## config.mk

```make
export PLATFORM = sky130hd
export DESIGN_NAME = trap_controller
export DESIGN_NICKNAME = d
export VERILOG_FILES = /design/src/rtl/riscv_defines.sv /design/src/rtl/trap_vector_calc.sv /design/src/rtl/trap_controller.sv
export SDC_FILE = /design/constraint.sdc
export NUM_CORES = 1
export LEC_CHECK = 0
export BUFFER_PORTS_ARGS = -buffer_cell sky130_fd_sc_hd__buf_2
export CAP_MARGIN = 5
export CORE_ASPECT_RATIO = 1.25
export CORE_MARGIN = 3
export CORE_UTILIZATION = 40
export DETAILED_ROUTE_END_ITERATION = 6
export HOLD_SLACK_MARGIN = 0.15
export PLACE_DENSITY = 0.72
export SYNTH_ARGS = -nofsm -noshare
export SYNTH_HDL_FRONTEND = slang
export SYNTH_HIERARCHICAL = 1
export SYNTH_SLANG_ARGS = --single-unit
```

## constraint.sdc

```tcl
create_clock -name clk -period 7 [get_ports clk]
set_input_delay 0.35 -clock clk [delete_from_list [all_inputs] [get_ports clk]]
set_output_delay 0.35 -clock clk [all_outputs]
set_load 0.01 [all_outputs]
```

## src/rtl/riscv_defines.sv

```systemverilog
// Shared core definitions: trap request record, trap sequencer states and
// the machine-mode CSR addresses the sequencer writes.
package riscv_defines;

  typedef enum logic [1:0] {
    TRAP_ENTER  = 2'b00,
    TRAP_RETURN = 2'b01
  } trap_mode_t;

  // mode stays a raw 2-bit field so undefined encodings survive capture and
  // can be treated as trap entry downstream.
  typedef struct packed {
    logic        valid;
    logic [1:0]  mode;
    logic [31:0] cause;
    logic [31:0] pc;
    logic [31:0] tval;
  } trap_req_t;

  typedef enum logic [2:0] {
    IDLE,
    DRAIN,
    WR_EPC,
    WR_CAUSE,
    WR_TVAL,
    REDIRECT
  } trap_state_t;

  localparam logic [11:0] CSR_MEPC   = 12'h341;
  localparam logic [11:0] CSR_MCAUSE = 12'h342;
  localparam logic [11:0] CSR_MTVAL  = 12'h343;

endpackage

```

## src/rtl/trap_vector_calc.sv

```systemverilog
// Trap entry target: mtvec base, plus 4*code for interrupts in vectored mode.
module trap_vector_calc (
  input  logic [31:0] mtvec,
  input  logic [31:0] cause,
  output logic [31:0] target
);

  logic [31:0] base;
  logic [31:0] offset;

  assign base   = {mtvec[31:2], 2'b00};
  // Interrupt code shifted into a word offset; the top code bit falls off.
  assign offset = 32'({cause[30:0], 2'b00});
  assign target = (mtvec[1:0] == 2'b01 && cause[31]) ? base + offset : base;

endmodule

```

## src/rtl/trap_controller.sv

```systemverilog
// Trap entry / mret sequencer: drain memory traffic, write mepc/mcause/mtval,
// then redirect fetch. Flush and fetch stall are held for the whole sequence.
module trap_controller
  import riscv_defines::*;
#(
  parameter int DRAIN_TIMEOUT = 16,
  parameter int CNT_W         = 5
) (
  input  logic        clk,
  input  logic        start,
  input  trap_req_t   trap_req_w,
  input  logic        mem_pending,
  input  logic [31:0] csr_mtvec,
  input  logic [31:0] csr_mepc,
  output logic        csr_we,
  output logic [11:0] csr_waddr,
  output logic [31:0] csr_wdata,
  output logic        csr_trap_enter,
  output logic        csr_trap_return,
  output logic        flush_all,
  output logic        stall_f,
  output logic        redirect_valid,
  output logic [31:0] redirect_pc,
  output logic        busy
);

  trap_state_t      state_reg, state_next;
  logic [1:0]       mode_reg;
  logic [31:0]      cause_reg, pc_reg, tval_reg;
  logic [CNT_W-1:0] cnt_reg;
  logic [31:0]      vec_target;
  logic             is_return;
  logic             drain_done;

  assign is_return  = (mode_reg == TRAP_RETURN);
  assign drain_done = !mem_pending || (cnt_reg == CNT_W'(DRAIN_TIMEOUT - 1));

  trap_vector_calc u_vec (
    .mtvec  (csr_mtvec),
    .cause  (cause_reg),
    .target (vec_target)
  );

  always_ff @(posedge clk or negedge start) begin
    if (!start) begin
      state_reg <= IDLE;
      mode_reg  <= '0;
      cause_reg <= '0;
      pc_reg    <= '0;
      tval_reg  <= '0;
      cnt_reg   <= '0;
    end else begin
      state_reg <= state_next;
      // Requests are only accepted from IDLE; anything later is a squashed
      // younger instruction.
      if (state_reg == IDLE && trap_req_w.valid) begin
        mode_reg  <= trap_req_w.mode;
        cause_reg <= trap_req_w.cause;
        pc_reg    <= trap_req_w.pc;
        tval_reg  <= trap_req_w.tval;
        cnt_reg   <= '0;
      end else if (state_reg == DRAIN) begin
        cnt_reg <= cnt_reg + CNT_W'(1);
      end
    end
  end

  always_comb begin
    state_next      = state_reg;
    csr_we          = 1'b0;
    csr_waddr       = '0;
    csr_wdata       = '0;
    csr_trap_enter  = 1'b0;
    csr_trap_return = 1'b0;
    redirect_valid  = 1'b0;
    redirect_pc     = '0;
    case (state_reg)
      IDLE: begin
        if (trap_req_w.valid) state_next = DRAIN;
      end
      DRAIN: begin
        if (drain_done) state_next = is_return ? REDIRECT : WR_EPC;
      end
      WR_EPC: begin
        csr_we     = 1'b1;
        csr_waddr  = CSR_MEPC;
        csr_wdata  = pc_reg & 32'hFFFF_FFFC;
        state_next = WR_CAUSE;
      end
      WR_CAUSE: begin
        csr_we     = 1'b1;
        csr_waddr  = CSR_MCAUSE;
        csr_wdata  = cause_reg;
        state_next = WR_TVAL;
      end
      WR_TVAL: begin
        csr_we         = 1'b1;
        csr_waddr      = CSR_MTVAL;
        csr_wdata      = tval_reg;
        csr_trap_enter = 1'b1;
        state_next     = REDIRECT;
      end
      REDIRECT: begin
        // CSR inputs are read here so an mepc written moments ago is seen.
        redirect_valid  = 1'b1;
        csr_trap_return = is_return;
        redirect_pc     = is_return ? (csr_mepc & 32'hFFFF_FFFC) : vec_target;
        state_next      = IDLE;
      end
      default: state_next = IDLE;
    endcase
  end

  assign busy      = (state_reg != IDLE);
  assign flush_all = busy;
  assign stall_f   = busy;

endmodule

```

==> results by group, run 1 <==
Final layout
  • Fillcell total: ~1700
  • Nets@finish: between 1000 and 1500
  • Share of layout cells above drive strength 1: 0.303
  • Layout area overhead: 21.6%
  • Layout Cells excl Fill: roughly 1200

Power
  • PD cells: 425 nW/um^2
  • Peak VDD IR: roughly 220 uV
  • P_leak: roughly 4.3 nW

Clock network
  • Clk slew on worst S/H paths: 0.07 ns
  • Clock root buffer: clkbuf_16
  • Clk buf depth: 2
  • # Post-CTS Setup Buffers: 0
  • Max H-tree Level: 3
  • CTS tree: yes
  • Worst skew pair latency: about 0.34 ns
  • Sink Count: approximately 100
  • CTS Buf Count: 9

Place
  • Post-DP HPWL: 15.6 mm
  • Dpl cells: between 1000 and 1500
  • Place WS: 3.31 ns
  • Routability cong.: between 0.8 and 0.9
  • Port bufs: around 240

Timing
  • Max-slew headroom: 0.253
  • Worst slew pin tran: 1.12 ns
  • Slew Limit Fails: 0
  • WHS: about 0.22 ns
  • Tcrit/Tclk final: 0.570
  • FMAX: around 250 MHz
  • Setup violators final: 0
  • Min Tclk post-route: 3.99 ns
  • Final Hold Vio Count: 0
  • Final setup TNS: 0 ns
  • Final worst slack: roughly 3 ns
  • Worst Skew: roughly 0.0095 ns
  • Unrepaired setup endpoints after global routing: false

Drt
  • Drt first pass iters: 4
  • WL final: approximately 20 mm
  • DR iter-0 viols: 315
  • Via count: a little over 6000
  • Number of remaining DRC errors: 0
  • Via-to-Cell Ratio: 5.28
  • WL/cell: approximately 17 um
  • Post-route ant nets: 0

Synth
  • Post-synth EDFFs: 0
  • Main synth FF type: dfrtp_1
  • Synth cell types: 65
  • Synth Warn #: 6
  • Synth Area per Inst: a little under 10 um^2
  • #FFs+latches synth: approximately 100
  • Ys async rst share: 1.00
  • Seq/Total Area, Yosys: 0.364
  • Gate count after technology mapping: ~730
  • Synth Cell Area: approximately 7200 um^2

Critical path
  • R2R cell count: 4
  • CP max stage cell: or3b_1
  • Cell Chain, Critical Path: ha_1, fa_1, a21o_1, a221oi_2, nor4_1, or3b_1, o22ai_1, xor2_1, o21ai_1, nand2_1, a21oi_1, buf_2
  • Worst Setup End Kind: output pin
  • Reg2Reg Setup Slack: 4.52 ns
  • Worst reg2reg endpoint: cause_reg[9]
  • Critical R2R Launch: state_reg[0]
  • Crit path DAT: 3.64 ns
  • CP peak stage delay: around 0.53 ns
  • Max Fanout on Critical Path: 4
  • Critical path startpoint category: register
  • CP Data Required Time: approximately 6.7 ns
  • CP Class: register to output pin

Global route
  • Gr ovfl total: 0
  • Largest net degree at the start of global routing: between 80 and 90
  • Vias in the first global route: 6102
  • First-pass GRT wire length: between 30 and 40 mm
  • GRT Total Usage: 0.198
  • Initial antenna violation count: 6

Min path
  • Min-delay src: trap_req_w[8]
  • Hold worst-path end: tval_reg[8]
  • WHS Path Cells: 2
  • Hold WC Path Type: input port to register

Die
  • Core ar.: 17500 um^2
  • Die H: approximately 160 um
  • Die footprint: just under 20000 um^2
  • Row cnt: between 50 and 60
  • Starting Density: 0.409
  • Die width: between 100 and 150 um
  • I/O Pins: around 250

Status
  • Status: finished, final reports clean

Flow run
  • Max Cap Violations: 0
[worst max-delay path: cells and delay by family (launching register included)]
family / cells / cell delay, ns
AOI/OAI and AO/OA: 5 / 1.23
adders and majority gates: 2 / 0.66
DFF: 1 / 0.40
xor gates and xnor gates: 1 / 0.10
buffers and inverters: 1 / 0.17
and+or+nand+nor: 3 / 0.72
[worst max path at each step]
stage | slack (ns) | end | start
2_1_floorplan | 3.85 | redirect_pc[20] | cause_reg[0]
6_report | 3.01 | redirect_pc[30] | cause_reg[0]
4_1_cts | 3.00 | redirect_pc[30] | cause_reg[0]
3_3_place_gp | 3.35 | redirect_pc[30] | csr_mtvec[2]
5_1_grt | 2.83 | redirect_pc[24] | cause_reg[0]
3_5_place_dp | 3.31 | redirect_pc[30] | csr_mtvec[2]
[synth_stat cells (3+ instances only)]
| master | instances | area, um^2 |
|---|---|---|
| and3_1 | 7 | 43.8 |
| nor2b_1 | 5 | 31.3 |
| a211oi_1 | 4 | 30.0 |
| buf_1 | 5 | 18.8 |
| clkbuf_1 | 18 | 67.6 |
| mux2_2 | 13 | 146 |
| o21ai_1 | 10 | 50.1 |
| o31ai_1 | 4 | 30.0 |
| nand2b_1 | 9 | 56.3 |
| nor4_1 | 3 | 18.8 |
| nand3_1 | 7 | 35.0 |
| buf_6 | 9 | 101 |
| nor2_1 | 20 | 75.1 |
| a21oi_1 | 65 | 325 |
| nor3_1 | 3 | 15.0 |
| o211ai_1 | 4 | 30.0 |
| inv_1 | 8 | 30.0 |
| or3_1 | 4 | 25.0 |
| buf_2 | 10 | 50.1 |
| o21ai_0 | 32 | 160 |
| o2bb2ai_1 | 30 | 263 |
| nand4_1 | 5 | 31.3 |
| a41oi_1 | 3 | 26.3 |
| ha_1 | 31 | 388 |
| nand2_1 | 111 | 417 |
| xnor2_1 | 11 | 96.3 |
| mux2_1 | 87 | 980 |
| mux2i_1 | 32 | 320 |
| dfrtp_1 | 104 | 2600 |
| a21o_1 | 10 | 75.1 |
| buf_4 | 15 | 113 |
| xor2_1 | 19 | 166 |
[routing by layer]
| layer | vias up | GRT usage | part of all wire |
|---|---|---|---|
| met2 | 171 | 0.335 | 0.49 |
| li1 | 3041 | - | - |
| met1 | 2947 | 0.256 | 0.43 |
| met3 | 33 | 0.0295 | 0.049 |
| met5 | - | 0 | 0.00090 |
| met4 | 2 | 0.0806 | 0.030 |
[what timing repair did]
action | CTS | global route
gates resized for setup | 0 | 0
endpoints found under the hold margin | 22 | 0
hold buffers | 1 | 0
setup endpoints to repair | 0 | 0
[stage by stage]
step	cell area (um^2)	total power [mW]	utilization
global route	8700	4.02	0.497
global placement	8350	3.11	0.477
CTS	8690	3.73	0.497
finish	8700	3.69	0.497
detailed placement	8350	3.16	0.477
floorplan	7180	2.62	-
[placed cells by master (no fill, tap or decap), types with 4 or more instances in the layout]
master,netlist,routed
xnor2_1,11,11
diode_2,0,5
nand2b_1,9,9
nand2_1,111,111
nand3_1,7,7
nor2_1,20,20
ha_1,31,31
nor2b_1,5,4
o211ai_1,4,4
o2bb2ai_1,30,30
inv_1,8,8
and3_1,7,7
mux2_2,13,13
buf_4,15,9
nand4_1,5,5
dfrtp_1,104,103
a21oi_1,65,65
mux2i_1,32,32
a21o_1,10,10
clkbuf_16,0,9
a211oi_1,4,4
buf_2,10,234
mux2_1,87,87
xor2_1,19,19
o21ai_1,10,10
conb_1,2,9
o31ai_1,4,4
o21ai_0,32,32
or3_1,4,4
[logic make-up after synthesis]
logic type | synth area share
other | 0.00105
muxes | 0.202
xor gates and xnor gates | 0.0367
DFF | 0.364
buffers and inverters | 0.0547
AOI/OAI and AO/OA | 0.165
adders and majority gates | 0.0570
and+or+nand+nor | 0.120
[report_power, final]
part	leakage [nW]	internal, mW	switching [mW]
Clock	0.159	0.334	0.217
Combinational	2.88	0.889	1.11
Sequential	1.23	0.904	0.238
Total	4.27	2.13	1.57
[final cells by class]
type | instances | area [um^2] | share of cell area
sequential | 104 | 2600 | 0.299
inverter | 9 | 33.8 | 0.00388
multi-input combinational | 570 | 4190 | 0.482
timing repair buffer | 244 | 1250 | 0.143
clock inverter | 4 | 76.3 | 0.00877
clock buffer | 12 | 256 | 0.0295
tap | 224 | 280 | 0.0322
antenna | 5 | 12.5 | 0.00144
Power figures use the tool's default switching activity.
==> run 2: changes to the inputs <==
--- a/config.mk
+++ b/config.mk
@@ -5,6 +5,7 @@
 export SDC_FILE = /design/constraint.sdc
 export NUM_CORES = 1
 export LEC_CHECK = 0
+export ABC_AREA = 1
 export BUFFER_PORTS_ARGS = -buffer_cell sky130_fd_sc_hd__buf_2
 export CAP_MARGIN = 5
 export CORE_ASPECT_RATIO = 1.25
@@ -12,7 +13,7 @@
 export CORE_UTILIZATION = 40
 export DETAILED_ROUTE_END_ITERATION = 6
 export HOLD_SLACK_MARGIN = 0.15
-export PLACE_DENSITY = 0.72
+export PLACE_DENSITY = 0.71
 export SYNTH_ARGS = -nofsm -noshare
 export SYNTH_HDL_FRONTEND = slang
 export SYNTH_HIERARCHICAL = 1
==> constraint.sdc (replaced) <==
create_clock -name clk -period 4.07 [get_ports clk]
set_input_delay 0.2035 -clock clk [delete_from_list [all_inputs] [get_ports clk]]
set_output_delay 0.2035 -clock clk [all_outputs]
set_load 0.01 [all_outputs]
==> results by group, run 2 <==
Drt
  • WL/cell: 14.6 um (-14%)
  • WL final: 26.1 mm (+31%)
  • DR iter-0 viols: 712 (+130%)
  • Via-to-Cell Ratio: 4.92 (-6.9%)
  • Number of remaining DRC errors: 0 (unchanged)
  • Via count: 8794 (+42%)
  • Drt first pass iters: 6 (+2)
  • Post-route ant nets: 0 (unchanged)

Critical path
  • CP peak stage delay: 0.45 ns (-0.08 ns)
  • Critical path startpoint category: register
  • CP Data Required Time: 3.87 ns (-2.78 ns)
  • CP max stage cell: fa_1
  • R2R cell count: 6 (+2)
  • Reg2Reg Setup Slack: 2.03 ns (-2.49 ns)
  • Cell Chain, Critical Path: ha_1, fa_1, nand3_1, nand3_1, nand2_1, nand2_1, nand3_1, nand3_1, nand2_1, nand3_1, nand2_1, nand2_1, a21oi_1, buf_2
  • Worst reg2reg endpoint: pc_reg[25]
  • Worst Setup End Kind: output pin
  • Max Fanout on Critical Path: 4 (unchanged)
  • Critical R2R Launch: state_reg[0]
  • CP Class: register to output pin
  • Crit path DAT: 2.80 ns (-0.84 ns)

Timing
  • Final worst slack: 1.07 ns (-1.94 ns)
  • Min Tclk post-route: approximately 3 ns
  • WHS: 0.343 ns (+0.126 ns)
  • Worst Skew: 0.00857 ns (-0.000923 ns)
  • Max-slew headroom: 0.339 (+0.0868)
  • Unrepaired setup endpoints after global routing: false
  • FMAX: between 300 and 400 MHz
  • Slew Limit Fails: 0 (unchanged)
  • Final Hold Vio Count: 0 (unchanged)
  • Final setup TNS: 0 ns (unchanged)
  • Tcrit/Tclk final: 0.737
  • Worst slew pin tran: 0.991 ns (-0.128 ns)
  • Setup violators final: 0 (unchanged)

Die
  • I/O Pins: 249 (unchanged)
  • Row cnt: 56 (+3.7%)
  • Die H: 161 um (+3.6%)
  • Starting Density: 0.409 (about the same)
  • Die footprint: 21000 um^2 (+7.3%)
  • Core ar.: 18800 um^2 (+7.7%)
  • Die width: 130 um (+3.6%)

Global route
  • Initial antenna violation count: 0 (-6)
  • First-pass GRT wire length: 41.5 mm (+33%)
  • Largest net degree at the start of global routing: 101 (+22%)
  • Gr ovfl total: 0 (unchanged)
  • Vias in the first global route: 8715 (+43%)
  • GRT Total Usage: 0.246 (+0.0480)

Synth
  • Synth Cell Area: 7700 um^2 (+7.7%)
  • Seq/Total Area, Yosys: 0.338 (-0.0259)
  • Ys async rst share: 1.00 (unchanged)
  • Main synth FF type: dfrtp_1
  • Yosys top cell by area: nand2_1
  • Synth Area per Inst: 6.17 um^2 (-37%)
  • Commonest cells post-synth: nand2_1 (694), dfrtp_1 (104), inv_1 (99)
  • Synth cell types: 32 (-51%)
  • Synth Warn #: 6 (unchanged)
  • #FFs+latches synth: 104 (unchanged)
  • Post-synth EDFFs: 0 (unchanged)
  • Synth top area cells: nand2_1 (34%), dfrtp_1 (34%), nand3_1 (5.2%), ha_1 (5.0%), inv_1 (4.8%)
  • Yosys top cell area share: 0.338 (-0.0255)
  • Top-count cell post-synth: nand2_1
  • Gate count after technology mapping: 1249 (+70%)

Power
  • Peak VDD IR: 421 uV (+92%)
  • PD cells: 614 nW/um^2 (+45%)
  • P_leak: 6.01 nW (+41%)
  • Total Power: 6.29 mW (+70%)

Clock network
  • Clk buf depth: 2 (unchanged)
  • Clk slew on worst S/H paths: 0.08 ns (about the same)
  • # Post-CTS Setup Buffers: 0 (unchanged)
  • Sink Count: 104 (unchanged)
  • Max H-tree Level: 3 (unchanged)
  • Post_cts resized: 0 (unchanged)
  • CTS Buf Count: 9 (unchanged)
  • Worst skew pair latency: 0.34 ns (about the same)
  • CTS tree: yes
  • Clock root buffer: clkbuf_16

Final layout
  • Commonest cells after routing, fill and taps aside: nand2_1 (694), buf_2 (234), dfrtp_1 (104)
  • Final Cell Area: 10300 um^2 (+18%)
  • Share of layout cells above drive strength 1: 0.184 (-0.119)
  • # diodes: 0 (-5)
  • Commonest non-fill, non-tap cell in the layout: nand2_1
  • Layout area overhead: 33.1%
  • Nets@finish: 1749 (+54%)

Min path
  • Hold WC Path Type: input port to register
  • Min-delay src: trap_req_w[98]
  • Hold worst-path end: state_reg[1]
  • WHS Path Cells: 5 (+3)

Place
  • Routability cong.: 0.927 (+6.0%)
  • Port bufs: 235 (unchanged)
  • Post-DP Area: 8940 um^2 (+7.2%)
  • Place WS: 1.43 ns (-1.88 ns)
  • Post-DP HPWL: 18.4 mm (+18%)

Status
  • Status: finished, final reports clean

Flow run
  • Max Cap Violations: 0 (unchanged)
run 2: cell types whose count changed after synthesis, sizes merged, moves of 13 or more:
cell     before  now
buf          39   52
mux2        100    0
o21ai        43   18
nor2         20   58
nand3         7   84
inv           9  105
nand2       111  698
o2bb2ai      30    0
xor2         19    1
mux2i        32    0
run 2: cell families (layout without fill, tap and decap cells):
kind of cell    count (synthesis)  count (layout)  share of synthesized area
compound gates                 77              77                     0.0526
xor+xnor                       15              15                     0.0171
fa+ha+maj                      32              32                     0.0529
buf+inv                       166             466                     0.0970
flops                         104             104                      0.338
other cells                     2               9                   0.000975
simple gates                  853             853                      0.442
run 2: metrics by stage:
step,std cells,util
finish,1788,0.544
global route,1788,0.544
CTS,1788,0.544
detailed placement,1674,0.475
global placement,1674,0.475
floorplan,1256,-
run 2: how the worst max path moves through the flow:
stage	end	startpoint
after global placement	redirect_pc[26]	cause_reg[0]
final	redirect_pc[26]	cause_reg[0]
after floorplan	redirect_pc[26]	cause_reg[0]
after CTS	redirect_pc[26]	cause_reg[0]
after global routing	redirect_pc[26]	cause_reg[0]
after detailed placement	redirect_pc[26]	cause_reg[0]
run 2: cell type report:
| type | count | area [um^2] |
|---|---|---|
| Fill cell | 1826 | 8600 |
| Clock buffer | 9 | 225 |
| Tap cell | 232 | 290 |
| Sequential cell | 104 | 2600 |
| Inverter | 107 | 403 |
| Timing Repair Buffer | 343 | 2230 |
| Clock inverter | 7 | 101 |
| Multi-Input combinational cell | 986 | 4390 |
run 2: per-layer routing:
layer / global-route usage / up-vias / share of wire
li1: - / 4425 / -
met1: 0.302 / 3949 / 0.41
met4: 0.0983 / 0 / 0.037
met2: 0.432 / 345 / 0.50
met3: 0.0324 / 75 / 0.054
met5: 0 / - / 0
run 2: worst max-delay path: cells and delay by family (launching register included):
kind / cells / cell delay (ns)
AO/OA/AOI/OAI: 1 / 0.15
adder cells (fa/ha/maj): 2 / 0.70
buffers and inverters: 1 / 0.14
flip-flops: 1 / 0.42
AND/OR/NAND/NOR: 10 / 1.04
run 2: power breakdown:
group,switching [mW],internal (mW),leakage [nW]
registers,0.393,1.51,1.30
clock network,0.401,0.545,0.153
logic,2.21,1.23,4.56
total,3.00,3.29,6.01
run 2: what timing repair did:
item	in CTS	in global routing
hold buffers	98	0
hold endpoints to repair	164	0
setup endpoints to repair	0	0
==> run 3: changes to the inputs <==
==> constraint.sdc (replaced) <==
create_clock -name clk -period 2.8 [get_ports clk]
set_input_delay 0.14 -clock clk [delete_from_list [all_inputs] [get_ports clk]]
set_output_delay 0.14 -clock clk [all_outputs]
set_load 0.01 [all_outputs]
==> results by group, run 3 (synthesis gave the netlist of run 2 again) <==
Power
  • Switch share: 0.467 (-0.00996)
  • Internal: 5.14 mW (+56%)
  • Power share of the combinational group: 0.555 (+0.008)
  • Flop pwr share: 0.292 (-0.011)
  • Clk pwr share: 0.153 (+0.003)
  • PD cells: 907 nW/um^2 (+48%)
  • Peak VDD IR: 673 uV (+60%)
  • Sw Pwr: 4.50 mW (+50%)
  • P_leak: 6.07 nW (+0.96%)

Timing
  • Setup violators final: 0 (unchanged)
  • Max-slew headroom: 0.321 (-0.0188)
  • FMAX: 376 MHz
  • Worst Skew: 0.00981 ns (+0.00124 ns)
  • Worst slew pin tran: 1.02 ns (+0.0282 ns)
  • Slew Limit Fails: 0 (unchanged)
  • Final Hold Vio Count: 0 (unchanged)
  • Min Tclk post-route: ~2.7 ns
  • Tcrit/Tclk final: 0.950

Final layout
  • # diodes: 0 (unchanged)
  • Final Cell Area: 10600 um^2 (+3.7%)
  • Share of layout cells above drive strength 1: 0.221 (+0.0371)
  • Layout Cells excl Fill: 1794 (+0.34%)
  • Nets@finish: 1755 (+0.34%)
  • Commonest cells after routing, fill and taps aside: nand2_1 (681), buf_2 (234), dfrtp_1 (100)
  • Layout area overhead: 38.0%
  • Commonest non-fill, non-tap cell in the layout: nand2_1

Die
  • I/O Pins: 249 (unchanged)
  • Die width: 130 um (unchanged)
  • Die H: 161 um (unchanged)
  • Starting Density: 0.409 (unchanged)
  • Core ar.: 18800 um^2 (unchanged)
  • Row cnt: 56 (unchanged)
  • Die footprint: 21000 um^2 (unchanged)

Drt
  • Number of remaining DRC errors: 0 (unchanged)
  • Post-route ant nets: 0 (unchanged)
  • DR iter-0 viols: 516 (-28%)
  • WL/cell: 14.7 um (+0.31%)
  • Via count: 8774 (-0.23%)
  • WL final: 26.3 mm (+0.64%)
  • Drt first pass iters: 5 (-1)
  • Via-to-Cell Ratio: 4.89 (-0.56%)

Clock network
  • Clk buf depth: 2 (unchanged)
  • Sink Count: 104 (unchanged)
  • Max H-tree Level: 3 (unchanged)
  • CTS tree: yes
  • Clock root buffer: clkbuf_16
  • Worst skew pair latency: 0.34 ns (about the same)
  • CTS Buf Count: 9 (unchanged)
  • Clk slew on worst S/H paths: 0.07 ns (about the same)

Critical path
  • CP max stage cell: dfrtp_1
  • Crit path DAT: 2.52 ns (-0.28 ns)
  • Cell Chain, Critical Path: ha_4, fa_2, nand3_2, nand3_4, nand3_2, nand3_4, buf_4, xnor2_1, o21ai_1, nand2_1, a21oi_1, buf_2
  • CP Data Required Time: 2.66 ns (-1.21 ns)
  • CP peak stage delay: 0.42 ns (-0.03 ns)
  • Max Fanout on Critical Path: 4 (unchanged)
  • Critical path startpoint category: register
  • CP Class: register to output pin
  • Worst Setup End Kind: output pin

Global route
  • Met1 Use GR: 0.307 (+0.00475)
  • Gr ovfl total: 0 (unchanged)
  • Gr busiest metal: met2
  • Met2 global-route usage: 0.431 (-0.000467)
  • Met3 GRT Util: 0.0225 (-0.00992)
  • GRT Total Usage: 0.245 (-0.000857)
  • First-pass GRT wire length: 41.3 mm (-0.60%)
  • Largest net degree at the start of global routing: 101 (unchanged)
  • Vias in the first global route: 8556 (-1.8%)
  • Initial antenna violation count: 0 (unchanged)

Min path
  • Hold WC Path Type: input port to register

Flow run
  • Max Cap Violations: 0 (unchanged)

Place
  • Routability cong.: 0.930 (+0.37%)
  • Post-DP Area: 8970 um^2 (+0.28%)
  • Dpl cells: 1674 (unchanged)
  • Post-DP HPWL: 18.5 mm (+0.27%)
  • Port bufs: 235 (unchanged)

Status
  • Status: finished, final reports clean
[run 3: cell count changes in the layout (fill, tap and decap cells not counted), moves of 5 or more]
| cell | delta |
|---|---|
| ha_2 | +10 |
| nand2_1 | -13 |
| nor2_1 | -5 |
| nand3_1 | -6 |
| ha_4 | +10 |
| ha_1 | -20 |
| nand2_2 | +13 |
[run 3: cell type report]
cell class | instances | area (um^2)
clock buffer | 10 | 239
sequential | 104 | 2610
timing repair buffer | 349 | 2300
tap | 232 | 290
fill | 1765 | 8220
multi-input combinational | 986 | 4670
inverter | 107 | 403
clock inverter | 6 | 113
[run 3: metal layers]
metal	part of all wire	wire, um	vias up
li1	-	-	4431
met2	0.50	13100	305
met4	0.033	861	0
met1	0.42	11200	3979
met5	0	0	-
met3	0.044	1170	59
[run 3: path summary, 6_finish.rpt]
path / end / start / cells after the start / slack (ns)
setup / recovery: redirect_pc[14] / cause_reg[0] / 12 / 0.14
max in group asynchronous: cause_reg[1] / start / 3 / 1.64
hold reg to reg: tval_reg[12] / tval_reg[12] / 2 / 0.48
min in group asynchronous: pc_reg[20] / start / 2 / 0.43
setup reg to reg: pc_reg[18] / state_reg[0] / 5 / 0.90
hold / removal: state_reg[0] / trap_req_w[98] / 5 / 0.28
[run 3: timing repair]
item                                    in CTS  in global routing
pin swaps                                    0                  3
hold buffers                                98                  0
setup buffers                                0                  6
gates resized for setup                      3                 58
endpoints found under the hold margin      156                  0
endpoints found under the setup margin       7                 16
[run 3: power groups by stage]
stage / Combinational, mW / Sequential, mW / Clock, mW
after floorplan: 3.65 / 2.56 / 0
after global placement: 4.80 / 2.76 / 0
after detailed placement: 4.86 / 2.78 / 0
after CTS: 4.99 / 2.75 / 1.49
after global routing: 6.05 / 2.89 / 1.55
final: 5.36 / 2.81 / 1.47
[run 3: per-stage QoR]
stage	utilization	TNS [ns]	power [mW]	setup slack [ns]	hold WS, ns
finish	0.564	0	9.64	0.140	0.276
global route	0.564	-0.00150	10.5	-0.00150	0.313
CTS	0.547	0	9.24	0.0236	0.262
detailed placement	0.476	0	7.64	0.237	0.272
global placement	0.476	0	7.55	0.280	0.265
floorplan	-	0	6.21	0.651	-0.156
[run 3: worst max-delay path, delay by kind of cell (launching register included)]
family / cells / cell delay [ns]
adders and majority gates: 2 / 0.61
DFF: 1 / 0.42
AOI/OAI and AO/OA: 2 / 0.26
xor gates and xnor gates: 1 / 0.12
buffers and inverters: 2 / 0.29
and+or+nand+nor: 5 / 0.48
